`src/rtl/psc_tx_frame_scheduler_if.sv`:
```
// Handshake/bus bundle between the PSC trigger-link transmit scheduler and its environment.
// The slave modport is the scheduler's view; the master modport is the driver's view.
interface psc_tx_frame_scheduler_if;
  logic       enable;
  logic       trig_req;
  logic       stat_req;
  logic       bit_tick;
  logic       load;
  logic [3:0] rom_addr;
  logic       is_trigger;
  logic       frame_active;
  logic       trig_pending;
  logic [7:0] overrun_cnt;

  modport master (
    output enable, trig_req, stat_req,
    input  bit_tick, load, rom_addr, is_trigger, frame_active, trig_pending, overrun_cnt
  );

  modport slave (
    input  enable, trig_req, stat_req,
    output bit_tick, load, rom_addr, is_trigger, frame_active, trig_pending, overrun_cnt
  );
endinterface

```
`src/rtl/psc_tx_frame_scheduler.sv`:
```
// Single-clock transmit scheduler for the PSC trigger link: bit/word timing via clock
// enables, and trigger-over-status frame arbitration driving the data-ROM address.
module psc_tx_frame_scheduler #(
  parameter int unsigned BIT_DIV     = 5,
  parameter int unsigned WORD_BITS   = 10,
  parameter int unsigned FRAME_WORDS = 8,
  parameter int unsigned IDLE_GAP    = 2
) (
  input logic                     clk,
  input logic                     reset,
  psc_tx_frame_scheduler_if.slave bus
);

  localparam int unsigned DIV_W = (BIT_DIV > 1) ? $clog2(BIT_DIV) : 1;
  localparam int unsigned BIT_W = (WORD_BITS > 1) ? $clog2(WORD_BITS) : 1;
  localparam int unsigned GAP_W = (IDLE_GAP > 1) ? $clog2(IDLE_GAP) : 1;

  localparam logic [DIV_W-1:0] DIV_LAST  = DIV_W'(BIT_DIV - 1);
  localparam logic [BIT_W-1:0] BIT_LAST  = BIT_W'(WORD_BITS - 1);
  localparam logic [GAP_W-1:0] GAP_LAST  = GAP_W'(IDLE_GAP - 1);
  localparam logic [3:0]       ADDR_LAST = 4'(FRAME_WORDS);

  typedef enum logic [1:0] {
    ST_IDLE  = 2'd0,
    ST_FRAME = 2'd1,
    ST_GAP   = 2'd2
  } state_t;

  logic [1:0]       trig_sync_r;
  logic [1:0]       stat_sync_r;
  logic             trig_prev_r;
  logic             stat_prev_r;
  logic             trig_edge_s;
  logic             stat_edge_s;

  logic             trig_pending_r;
  logic             stat_pending_r;
  logic [7:0]       overrun_r;

  logic [DIV_W-1:0] div_cnt_r;
  logic [DIV_W-1:0] div_nxt_s;
  logic [BIT_W-1:0] bit_cnt_r;
  logic [BIT_W-1:0] bit_nxt_s;
  logic             tick_r;
  logic             tick_nxt_s;
  logic             load_r;
  logic             load_nxt_s;

  state_t           state_r;
  logic [GAP_W-1:0] gap_cnt_r;
  logic [3:0]       rom_addr_r;
  logic             is_trigger_r;
  logic             frame_active_r;

  logic             boundary_s;
  logic             start_trig_s;
  logic             start_stat_s;

  // Request synchronizers and rising-edge history; these run regardless of enable.
  always_ff @(posedge clk or negedge reset) begin
    if (!reset) begin
      trig_sync_r <= 2'b00;
      stat_sync_r <= 2'b00;
      trig_prev_r <= 1'b0;
      stat_prev_r <= 1'b0;
    end else begin
      trig_sync_r <= {trig_sync_r[0], bus.trig_req};
      stat_sync_r <= {stat_sync_r[0], bus.stat_req};
      trig_prev_r <= trig_sync_r[1];
      stat_prev_r <= stat_sync_r[1];
    end
  end

  assign trig_edge_s = trig_sync_r[1] & ~trig_prev_r;
  assign stat_edge_s = stat_sync_r[1] & ~stat_prev_r;

  // Next-state of the bit/word timebase; tick and load are precomputed so they leave a flop.
  always_comb begin
    div_nxt_s  = '0;
    bit_nxt_s  = '0;
    tick_nxt_s = 1'b0;
    load_nxt_s = 1'b0;
    if (bus.enable) begin
      if (div_cnt_r == DIV_LAST) begin
        div_nxt_s = '0;
      end else begin
        div_nxt_s = div_cnt_r + DIV_W'(1);
      end
      if (tick_r) begin
        if (bit_cnt_r == BIT_LAST) begin
          bit_nxt_s = '0;
        end else begin
          bit_nxt_s = bit_cnt_r + BIT_W'(1);
        end
      end else begin
        bit_nxt_s = bit_cnt_r;
      end
      tick_nxt_s = (div_nxt_s == DIV_LAST);
      load_nxt_s = tick_nxt_s && (bit_nxt_s == BIT_LAST);
    end else begin
      div_nxt_s  = '0;
      bit_nxt_s  = '0;
      tick_nxt_s = 1'b0;
      load_nxt_s = 1'b0;
    end
  end

  // Timebase registers.
  always_ff @(posedge clk or negedge reset) begin
    if (!reset) begin
      div_cnt_r <= '0;
      bit_cnt_r <= '0;
      tick_r    <= 1'b0;
      load_r    <= 1'b0;
    end else begin
      div_cnt_r <= div_nxt_s;
      bit_cnt_r <= bit_nxt_s;
      tick_r    <= tick_nxt_s;
      load_r    <= load_nxt_s;
    end
  end

  assign boundary_s   = bus.enable && load_r;
  assign start_trig_s = boundary_s && (state_r == ST_IDLE) && trig_pending_r;
  assign start_stat_s = boundary_s && (state_r == ST_IDLE) && !trig_pending_r && stat_pending_r;

  // Pending flags and overrun counter; a new edge wins over a clear in the same clock.
  always_ff @(posedge clk or negedge reset) begin
    if (!reset) begin
      trig_pending_r <= 1'b0;
      stat_pending_r <= 1'b0;
      overrun_r      <= 8'd0;
    end else begin
      if (trig_edge_s) begin
        trig_pending_r <= 1'b1;
      end else if (start_trig_s) begin
        trig_pending_r <= 1'b0;
      end else begin
        trig_pending_r <= trig_pending_r;
      end
      if (stat_edge_s) begin
        stat_pending_r <= 1'b1;
      end else if (start_stat_s) begin
        stat_pending_r <= 1'b0;
      end else begin
        stat_pending_r <= stat_pending_r;
      end
      if (trig_edge_s && trig_pending_r && !start_trig_s && (overrun_r != 8'hFF)) begin
        overrun_r <= overrun_r + 8'd1;
      end else begin
        overrun_r <= overrun_r;
      end
    end
  end

  // Frame FSM; transitions only on the load cycle, outputs registered with the state.
  always_ff @(posedge clk or negedge reset) begin
    if (!reset) begin
      state_r        <= ST_IDLE;
      gap_cnt_r      <= '0;
      rom_addr_r     <= 4'd0;
      is_trigger_r   <= 1'b0;
      frame_active_r <= 1'b0;
    end else if (!bus.enable) begin
      state_r        <= ST_IDLE;
      gap_cnt_r      <= '0;
      rom_addr_r     <= 4'd0;
      is_trigger_r   <= 1'b0;
      frame_active_r <= 1'b0;
    end else if (load_r) begin
      case (state_r)
        ST_IDLE: begin
          if (start_trig_s || start_stat_s) begin
            state_r        <= ST_FRAME;
            rom_addr_r     <= 4'd1;
            is_trigger_r   <= start_trig_s;
            frame_active_r <= 1'b1;
          end else begin
            state_r        <= ST_IDLE;
            rom_addr_r     <= 4'd0;
            is_trigger_r   <= 1'b0;
            frame_active_r <= 1'b0;
          end
          gap_cnt_r <= '0;
        end
        ST_FRAME: begin
          if (rom_addr_r == ADDR_LAST) begin
            state_r        <= ST_GAP;
            rom_addr_r     <= 4'd0;
            is_trigger_r   <= 1'b0;
            frame_active_r <= 1'b0;
            gap_cnt_r      <= '0;
          end else begin
            rom_addr_r <= rom_addr_r + 4'd1;
          end
        end
        ST_GAP: begin
          if (gap_cnt_r == GAP_LAST) begin
            state_r   <= ST_IDLE;
            gap_cnt_r <= '0;
          end else begin
            gap_cnt_r <= gap_cnt_r + GAP_W'(1);
          end
        end
        default: begin
          state_r        <= ST_IDLE;
          gap_cnt_r      <= '0;
          rom_addr_r     <= 4'd0;
          is_trigger_r   <= 1'b0;
          frame_active_r <= 1'b0;
        end
      endcase
    end
  end

  assign bus.bit_tick     = tick_r;
  assign bus.load         = load_r;
  assign bus.rom_addr     = rom_addr_r;
  assign bus.is_trigger   = is_trigger_r;
  assign bus.frame_active = frame_active_r;
  assign bus.trig_pending = trig_pending_r;
  assign bus.overrun_cnt  = overrun_r;

endmodule

```
`src/flat_wrapper.sv`:
```
// flat-port wrapper written by rule: the top's interface ports become plain ports
module psc_tx_frame_scheduler_flat 
#(
  parameter int unsigned BIT_DIV     = 5,
  parameter int unsigned WORD_BITS   = 10,
  parameter int unsigned FRAME_WORDS = 8,
  parameter int unsigned IDLE_GAP    = 2
)
  (clk, reset, bus_enable, bus_trig_req, bus_stat_req, bus_bit_tick, bus_load, bus_rom_addr, bus_is_trigger, bus_frame_active, bus_trig_pending, bus_overrun_cnt);
  psc_tx_frame_scheduler_if bus_i ();
  input logic clk;
  input logic reset;
  input wire logic [$bits(bus_i.enable)-1:0] bus_enable;
  input wire logic [$bits(bus_i.trig_req)-1:0] bus_trig_req;
  input wire logic [$bits(bus_i.stat_req)-1:0] bus_stat_req;
  output wire logic [$bits(bus_i.bit_tick)-1:0] bus_bit_tick;
  output wire logic [$bits(bus_i.load)-1:0] bus_load;
  output wire logic [$bits(bus_i.rom_addr)-1:0] bus_rom_addr;
  output wire logic [$bits(bus_i.is_trigger)-1:0] bus_is_trigger;
  output wire logic [$bits(bus_i.frame_active)-1:0] bus_frame_active;
  output wire logic [$bits(bus_i.trig_pending)-1:0] bus_trig_pending;
  output wire logic [$bits(bus_i.overrun_cnt)-1:0] bus_overrun_cnt;
  assign bus_i.enable = bus_enable;
  assign bus_i.trig_req = bus_trig_req;
  assign bus_i.stat_req = bus_stat_req;
  assign bus_bit_tick = bus_i.bit_tick;
  assign bus_load = bus_i.load;
  assign bus_rom_addr = bus_i.rom_addr;
  assign bus_is_trigger = bus_i.is_trigger;
  assign bus_frame_active = bus_i.frame_active;
  assign bus_trig_pending = bus_i.trig_pending;
  assign bus_overrun_cnt = bus_i.overrun_cnt;
  psc_tx_frame_scheduler #(.BIT_DIV(BIT_DIV), .WORD_BITS(WORD_BITS), .FRAME_WORDS(FRAME_WORDS), .IDLE_GAP(IDLE_GAP)) u_core (.clk(clk), .reset(reset), .bus(bus_i));
endmodule
```
`config.mk`:
```
export PLATFORM = sky130hd
export DESIGN_NAME = psc_tx_frame_scheduler_flat
export DESIGN_NICKNAME = d
export VERILOG_FILES = /design/src/rtl/psc_tx_frame_scheduler_if.sv /design/src/rtl/psc_tx_frame_scheduler.sv /design/src/flat_wrapper.sv
export SDC_FILE = /design/constraint.sdc
export NUM_CORES = 1
export LEC_CHECK = 0
export CAP_MARGIN = 20
export CORE_MARGIN = 2
export CORE_UTILIZATION = 24
export DETAILED_ROUTE_END_ITERATION = 8
export SLEW_MARGIN = 20
export SYNTH_ARGS = -nofsm -noshare
export SYNTH_HDL_FRONTEND = slang
export SYNTH_SLANG_ARGS = --single-unit
```
`constraint.sdc`:
```
create_clock -name clk -period 2.47 [get_ports clk]
set_input_delay 0.3705 -clock clk [delete_from_list [all_inputs] [get_ports clk]]
set_output_delay 0.3705 -clock clk [all_outputs]
set_load 0.02 [all_outputs]
```
==> reports/qor.txt, run 1 <==
vias in the first global route: 1,002
sequential share of the synthesized area: 0.552
Layout area overhead: 25.3%
Sw Ratio: 0.289
clk_skew: 0.00596 ns
max cap viols: 0
# fillers: 646
Startpoint Class: flip-flop
Crit Path Max Fanout: 10
1st-pass router iterations: 4
cell depth of the worst setup path: 1
detailed-route DRC error count: 0
routability cong.: 0.735
Clock Root Buffer: clkbuf_8
wire length per cell: 11.5 um
slowest CP cell: clkdlybuf4s50_1
number of post-CTS setup repair buffers: 0
I/O pins: 22
CTS Sinks: 34
TritonCTS Buffers: 5
status: finished, final reports clean
WL final: 2710 um
H-tree levels: 2
combinational share of power: 0.200
Slew Viols, Final: 0
antenna violations before repair: 0
reg-to-reg endpoint: u_core.bus.overrun_cnt[5]
Port Buffers: 21
crit end category: primary output
Fmax achieved: 0.544 GHz
period utilisation layout: 0.744
Core Area: 6280 um^2
WHS: 0.349 ns
post-synth cell types: 42
Req. time, crit path: 2.10 ns
largest net degree at the start of global routing: 35
Die Area: 7090 um^2
chip width: 84.2 um
syn_nets: 140
RSZ-0062 raised after global routing: no
clock power share: 0.304
clk_lat worst skew: 0.29 ns
critical path start-end classification: reg2out
Worst R2R Setup Slack: 0.77 ns
Syn Std Cell Area: 1540 um^2
Post-DRT Antenna Nets: 0
worst r2r src: u_core.bus.overrun_cnt[0]
Fin. Hold Viols: 0
Max Buffers Root-to-Sink: 2
worst-path cell chain: clkdlybuf4s50_1
row count: 29
fin crit period: 1.84 ns
Hold Crit Class: reg2reg
number of synthesized register bits: 34
Clk pin slew, worst setup/hold paths: 0.06 ns
gr usage total: 0.0838
Buf+Inv Stages, Crit Path: 1
Via density: 4.37
worst r2r path cells: 5
Leakage: 0.000845 uW
n_diodes: 0
Hold-fix buffers, CTS: 0
global-route wire length before repair: 4650 um
final setup fails: 0
worst slew pin tran: 0.430 ns
chip height: 84.2 um
Critical Path End: bus_load
detailed placement HPWL: 1900 um
CTS tree: built
fin nets: 168
cells after synthesis: 130
Peak VDD IR: 0.000319 V
PwrDens: 711 nW/um^2
internal power component: 978 uW
Initial DRC Count: 50
top_reg_cell synth: dfrtp_1
top cell family by delay on the critical path: buffers and inverters
total grt overflow: 0
P_sw: 398 uW
Warnings, synthesis: 0
headroom to the max-slew limit: 0.713
critical path arrival: 1.47 ns
Worst Setup SP: u_core.bus.load
setup TNS: 0 ns
CP max stage delay: 0.67 ns
share of cells above drive strength 1: 0.113
initial core utilization: 0.246
CTS resizes: 0
DR vias: 1,031
EDFF count, synth: 0
Seq pwr share: 0.496
asr flop ratio synth: 1.00
Mapped Avg Cell Area: 11.9 um^2
-- logic make-up after synthesis --
kind of cell	share of synthesized area
compound gates	0.144
xor+xnor	0.0511
fa+ha+maj	0.0406
buf+inv	0.0341
flops	0.552
mux	0.00730
simple gates	0.171
-- synth_stat cells, types with 2 or more instances --
master,count,area share
nor3b_1,2,0.0097
xor2_1,4,0.023
o21ai_0,6,0.019
xnor2_1,5,0.028
o211ai_1,2,0.0097
nor3_1,2,0.0065
a21oi_1,5,0.016
inv_1,9,0.022
dfrtp_1,34,0.55
a22o_1,2,0.011
nor2_1,6,0.015
a21bo_2,2,0.013
nand3_1,3,0.0097
a21o_1,2,0.0097
o22ai_1,2,0.0081
ha_1,5,0.041
nand4_1,2,0.0081
nand2_1,9,0.022
and2_1,2,0.0081
and3_1,2,0.0081
nor2b_1,3,0.012
-- area by class of cell --
cell class | instances | area [um^2] | share of cell area
Sequential cell | 34 | 851 | 0.440
Multi-Input combinational cell | 85 | 639 | 0.331
Timing Repair Buffer | 22 | 218 | 0.113
Tap cell | 77 | 96.3 | 0.0498
Clock buffer | 7 | 86.3 | 0.0447
Inverter | 10 | 37.5 | 0.0194
Clock inverter | 1 | 5.00 | 0.00259
-- power groups by stage --
| stage | Clock (uW) | Combinational, uW | Sequential [uW] |
|---|---|---|---|
| final | 419 | 275 | 682 |
| after global routing | 465 | 301 | 697 |
| after CTS | 438 | 281 | 684 |
| after detailed placement | 0 | 281 | 694 |
| after global placement | 0 | 279 | 692 |
| after floorplan | 0 | 94.7 | 737 |
-- sequential cells by signal, summed over array words and instances, names as in the netlist, 2 cells and up --
signal	flops
u_core.stat_sync_r	2
u_core.bus.overrun_cnt	8
u_core.trig_sync_r	2
u_core.state_r	2
u_core.bus.rom_addr	4
u_core.div_cnt_r	3
u_core.bit_cnt_r	4
-- worst min-delay path by stage --
stage	slack, ns	cells after the start	startpoint	end
CTS	0.35	0	u_core.trig_sync_r[0]	u_core.trig_sync_r[1]
floorplan	0.07	0	reset	u_core.bit_cnt_r[0]
finish	0.35	0	u_core.trig_sync_r[0]	u_core.trig_sync_r[1]
global route	0.36	0	u_core.trig_sync_r[0]	u_core.trig_sync_r[1]
global placement	0.33	0	u_core.stat_sync_r[0]	u_core.stat_sync_r[1]
detailed placement	0.33	0	u_core.trig_sync_r[0]	u_core.trig_sync_r[1]
-- stage by stage --
step                utilization  power, uW  area, um^2  worst slack [ns]  cells
floorplan                     -        831        1540             0.744    130
global placement          0.293        971        1840             0.471    228
detailed placement        0.293        975        1840             0.439    228
CTS                       0.308       1400        1930             0.625    236
global route              0.308       1460        1930             0.585    236
finish                    0.308       1380        1930             0.632    236
-- placed cells by master, fill, tap and decap left out, types with 2 or more instances in the layout --
cell / synthesis / layout
a21o_1: 2 / 2
inv_1: 9 / 9
nand3_1: 3 / 3
a22o_1: 2 / 2
o22ai_1: 2 / 2
nor2_1: 6 / 6
clkbuf_8: 0 / 6
clkdlybuf4s50_1: 0 / 21
a21oi_1: 5 / 5
nor2b_1: 3 / 3
o211ai_1: 2 / 2
a21bo_2: 2 / 2
and3_1: 2 / 2
nand4_1: 2 / 2
xor2_1: 4 / 4
nand2_1: 9 / 9
nor3_1: 2 / 2
xnor2_1: 5 / 5
dfrtp_1: 34 / 34
o21ai_0: 6 / 6
ha_1: 5 / 5
and2_1: 2 / 2
nor3b_1: 2 / 2
-- routing by layer --
metal,share of wire,up-vias,global-route usage
met5,0,-,0
met4,0.025,0,0.0484
met3,0.045,7,0.0324
met2,0.45,15,0.131
met1,0.48,500,0.0985
li1,-,509,-
Note: power is estimated with default switching activity, not from simulation.
==> run 2: changes to the inputs <==
==> constraint.sdc (replaced) <==
create_clock -name clk -period 1.5 [get_ports clk]
set_input_delay 0.225 -clock clk [delete_from_list [all_inputs] [get_ports clk]]
set_output_delay 0.225 -clock clk [all_outputs]
set_load 0.02 [all_outputs]
==> run 2 against run 1 <==
  * The run now ends with setup timing left
  * Critical path depth increased by 4
  * Total power increased by 100%
  * Sequential cell count unchanged
  * Worst setup slack got worse by 0.66 ns
  * Critical endpoint is now u_core.bus.overrun_cnt[5]
==> reports/qor.txt, run 2 (same netlist as run 1, synthesis figures left out) <==
CTS tree: built
Req. time, crit path: 1.68 ns (-0.42 ns)
Slew Viols, Final: 0 (unchanged)
critical path arrival: 1.71 ns (+0.24 ns)
total grt overflow: 0 (unchanged)
Startpoint Class: flip-flop
worst slew pin tran: 0.292 ns (-0.138 ns)
Post-DRT Antenna Nets: 0 (unchanged)
worst r2r path cells: 5 (unchanged)
Clock Root Buffer: clkbuf_8
commonest non-fill, non-tap cell in the layout: dfrtp_1
final setup margin: -0.0325 ns (-0.664 ns)
PwrDens: 1240 nW/um^2 (+75%)
slowest CP cell: dfrtp_2
RSZ-0062 raised after global routing: yes
Fin. Hold Viols: 0 (unchanged)
clk_skew: 0.00455 ns (-0.00141 ns)
Via density: 4.36 (-0.17%)
CP max stage delay: 0.43 ns (-0.24 ns)
global-route wire length before repair: 5690 um (+22%)
Clk pin slew, worst setup/hold paths: 0.08 ns (+0.02 ns)
crit end category: flip-flop
Peak VDD IR: 0.00102 V (+220%)
clk_lat worst skew: 0.29 ns (about the same)
I/O pins: 22 (unchanged)
Placed Area: 2040 um^2 (+11%)
share of cells above drive strength 1: 0.339 (+0.226)
chip height: 84.2 um (unchanged)
antenna violations before repair: 0 (unchanged)
vias in the first global route: 1,185 (+18%)
routability cong.: 0.785 (+6.8%)
Non-Filler Instances: 263 (+11%)
reg-to-reg endpoint: u_core.bus.overrun_cnt[5]
worst-path cell chain: ha_4 -> and3_4 -> a2111oi_4 -> nand4_1 -> xnor2_1
CTS Sinks: 34 (unchanged)
detailed-route DRC error count: 0 (unchanged)
Max Buffers Root-to-Sink: 2 (unchanged)
1st-pass router iterations: 4 (unchanged)
H-tree levels: 2 (unchanged)
failing checks: setup timing
Hold Crit Class: in2async
fin nets: 195 (+16%)
Inst Count DP: 249 (+9.2%)
Layout area overhead: 45.3%
largest net degree at the start of global routing: 35 (unchanged)
top cell family by delay on the critical path: flip-flops
row count: 29 (unchanged)
detailed placement HPWL: 2230 um (+18%)
final setup fails: 2 (+2)
max cap viols: 0 (unchanged)
fin crit period: 1.53 ns
Initial DRC Count: 40 (-20%)
Die Area: 7090 um^2 (unchanged)
status: complete, but fails checks
chip width: 84.2 um (unchanged)
total power: 2790 uW (+100%)
Leakage: 0.00106 uW (+26%)
Port Buffers: 21 (unchanged)
Buf+Inv Stages, Crit Path: 0 (-1)
WHS: 0.297 ns (-0.0524 ns)
headroom to the max-slew limit: 0.804 (+0.0909)
DR vias: 1,147 (+11%)
worst r2r src: u_core.bus.overrun_cnt[1]
TritonCTS Buffers: 5 (unchanged)
Core Area: 6280 um^2 (unchanged)
Util after Layout: 0.357 (+0.0490)
Hold-fix buffers, CTS: 0 (unchanged)
commonest non-fill, non-tap cells in the layout: 29 x dfrtp_1, 25 x buf_4, 17 x dlygate4sd2_1
wire length per cell: 12.2 um (+6.5%)
Worst R2R Setup Slack: -0.03 ns (-0.80 ns)
Fmax achieved: 0.653 GHz
max reg flops: 8 (unchanged)
Crit Path Max Fanout: 3 (-7)
gr usage total: 0.101 (+0.0173)
n_diodes: 0 (unchanged)
fin area: 2240 um^2 (+16%)
WL final: 3210 um (+19%)
critical path start-end classification: reg2reg
initial core utilization: 0.246 (unchanged)
period utilisation layout: 1.02
run 2: how the worst max path moves through the flow:
stage	start	slack (ns)	endpoint	cells past startpoint
finish	u_core.bus.overrun_cnt[1]	-0.03	u_core.bus.overrun_cnt[5]	5
global route	u_core.bus.overrun_cnt[1]	-0.13	u_core.bus.overrun_cnt[5]	5
global placement	bus_enable	-0.14	u_core.state_r[0]	5
CTS	u_core.bus.overrun_cnt[1]	-0.04	u_core.bus.overrun_cnt[5]	5
floorplan	u_core.bus.overrun_cnt[1]	-0.07	u_core.bus.overrun_cnt[7]	5
detailed placement	bus_enable	-0.16	u_core.bus.rom_addr[3]	6
run 2: worst register-to-register path, stage by stage, from the launching register on:
cell,delay [ns]
dfrtp_2,0.43
ha_4,0.16
and3_4,0.20
a2111oi_4,0.33
nand4_1,0.15
xnor2_1,0.16
run 2: timing repair:
item / in CTS / in global routing
pin swaps: 2 / 5
gates resized for setup: 18 / 10
buffers inserted: 2 / 4
setup endpoints to repair: 20 / 10
run 2: metal layers:
metal	vias up	GRT usage	routed length [um]
met2	25	0.155	1560
met4	0	0.0308	12
met1	552	0.134	1490
li1	568	-	-
met5	-	0	0
met3	2	0.0374	157
run 2: power by group:
group | internal, uW | total [uW] | switching (uW) | leakage, uW
Clock | 666 | 1030 | 364 | 0.0000683
Sequential | 1010 | 1090 | 71.1 | 0.000431
Combinational | 349 | 674 | 325 | 0.000561
Total | 2030 | 2790 | 760 | 0.00106
run 2: stage by stage:
stage                     setup slack (ns)  TNS (ns)
after floorplan                    -0.0668    -0.174
after global placement              -0.144     -1.24
after detailed placement            -0.161     -1.43
after CTS                          -0.0421   -0.0750
after global routing                -0.126    -0.412
final                              -0.0325   -0.0576
run 2: cell type report:
cell class	count	area [um^2]
tap	77	96.3
clock inverter	3	68.8
inverter	10	37.5
timing repair buffer	49	419
multi-input combinational	85	693
clock buffer	5	68.8
sequential	34	857
fill	627	4040
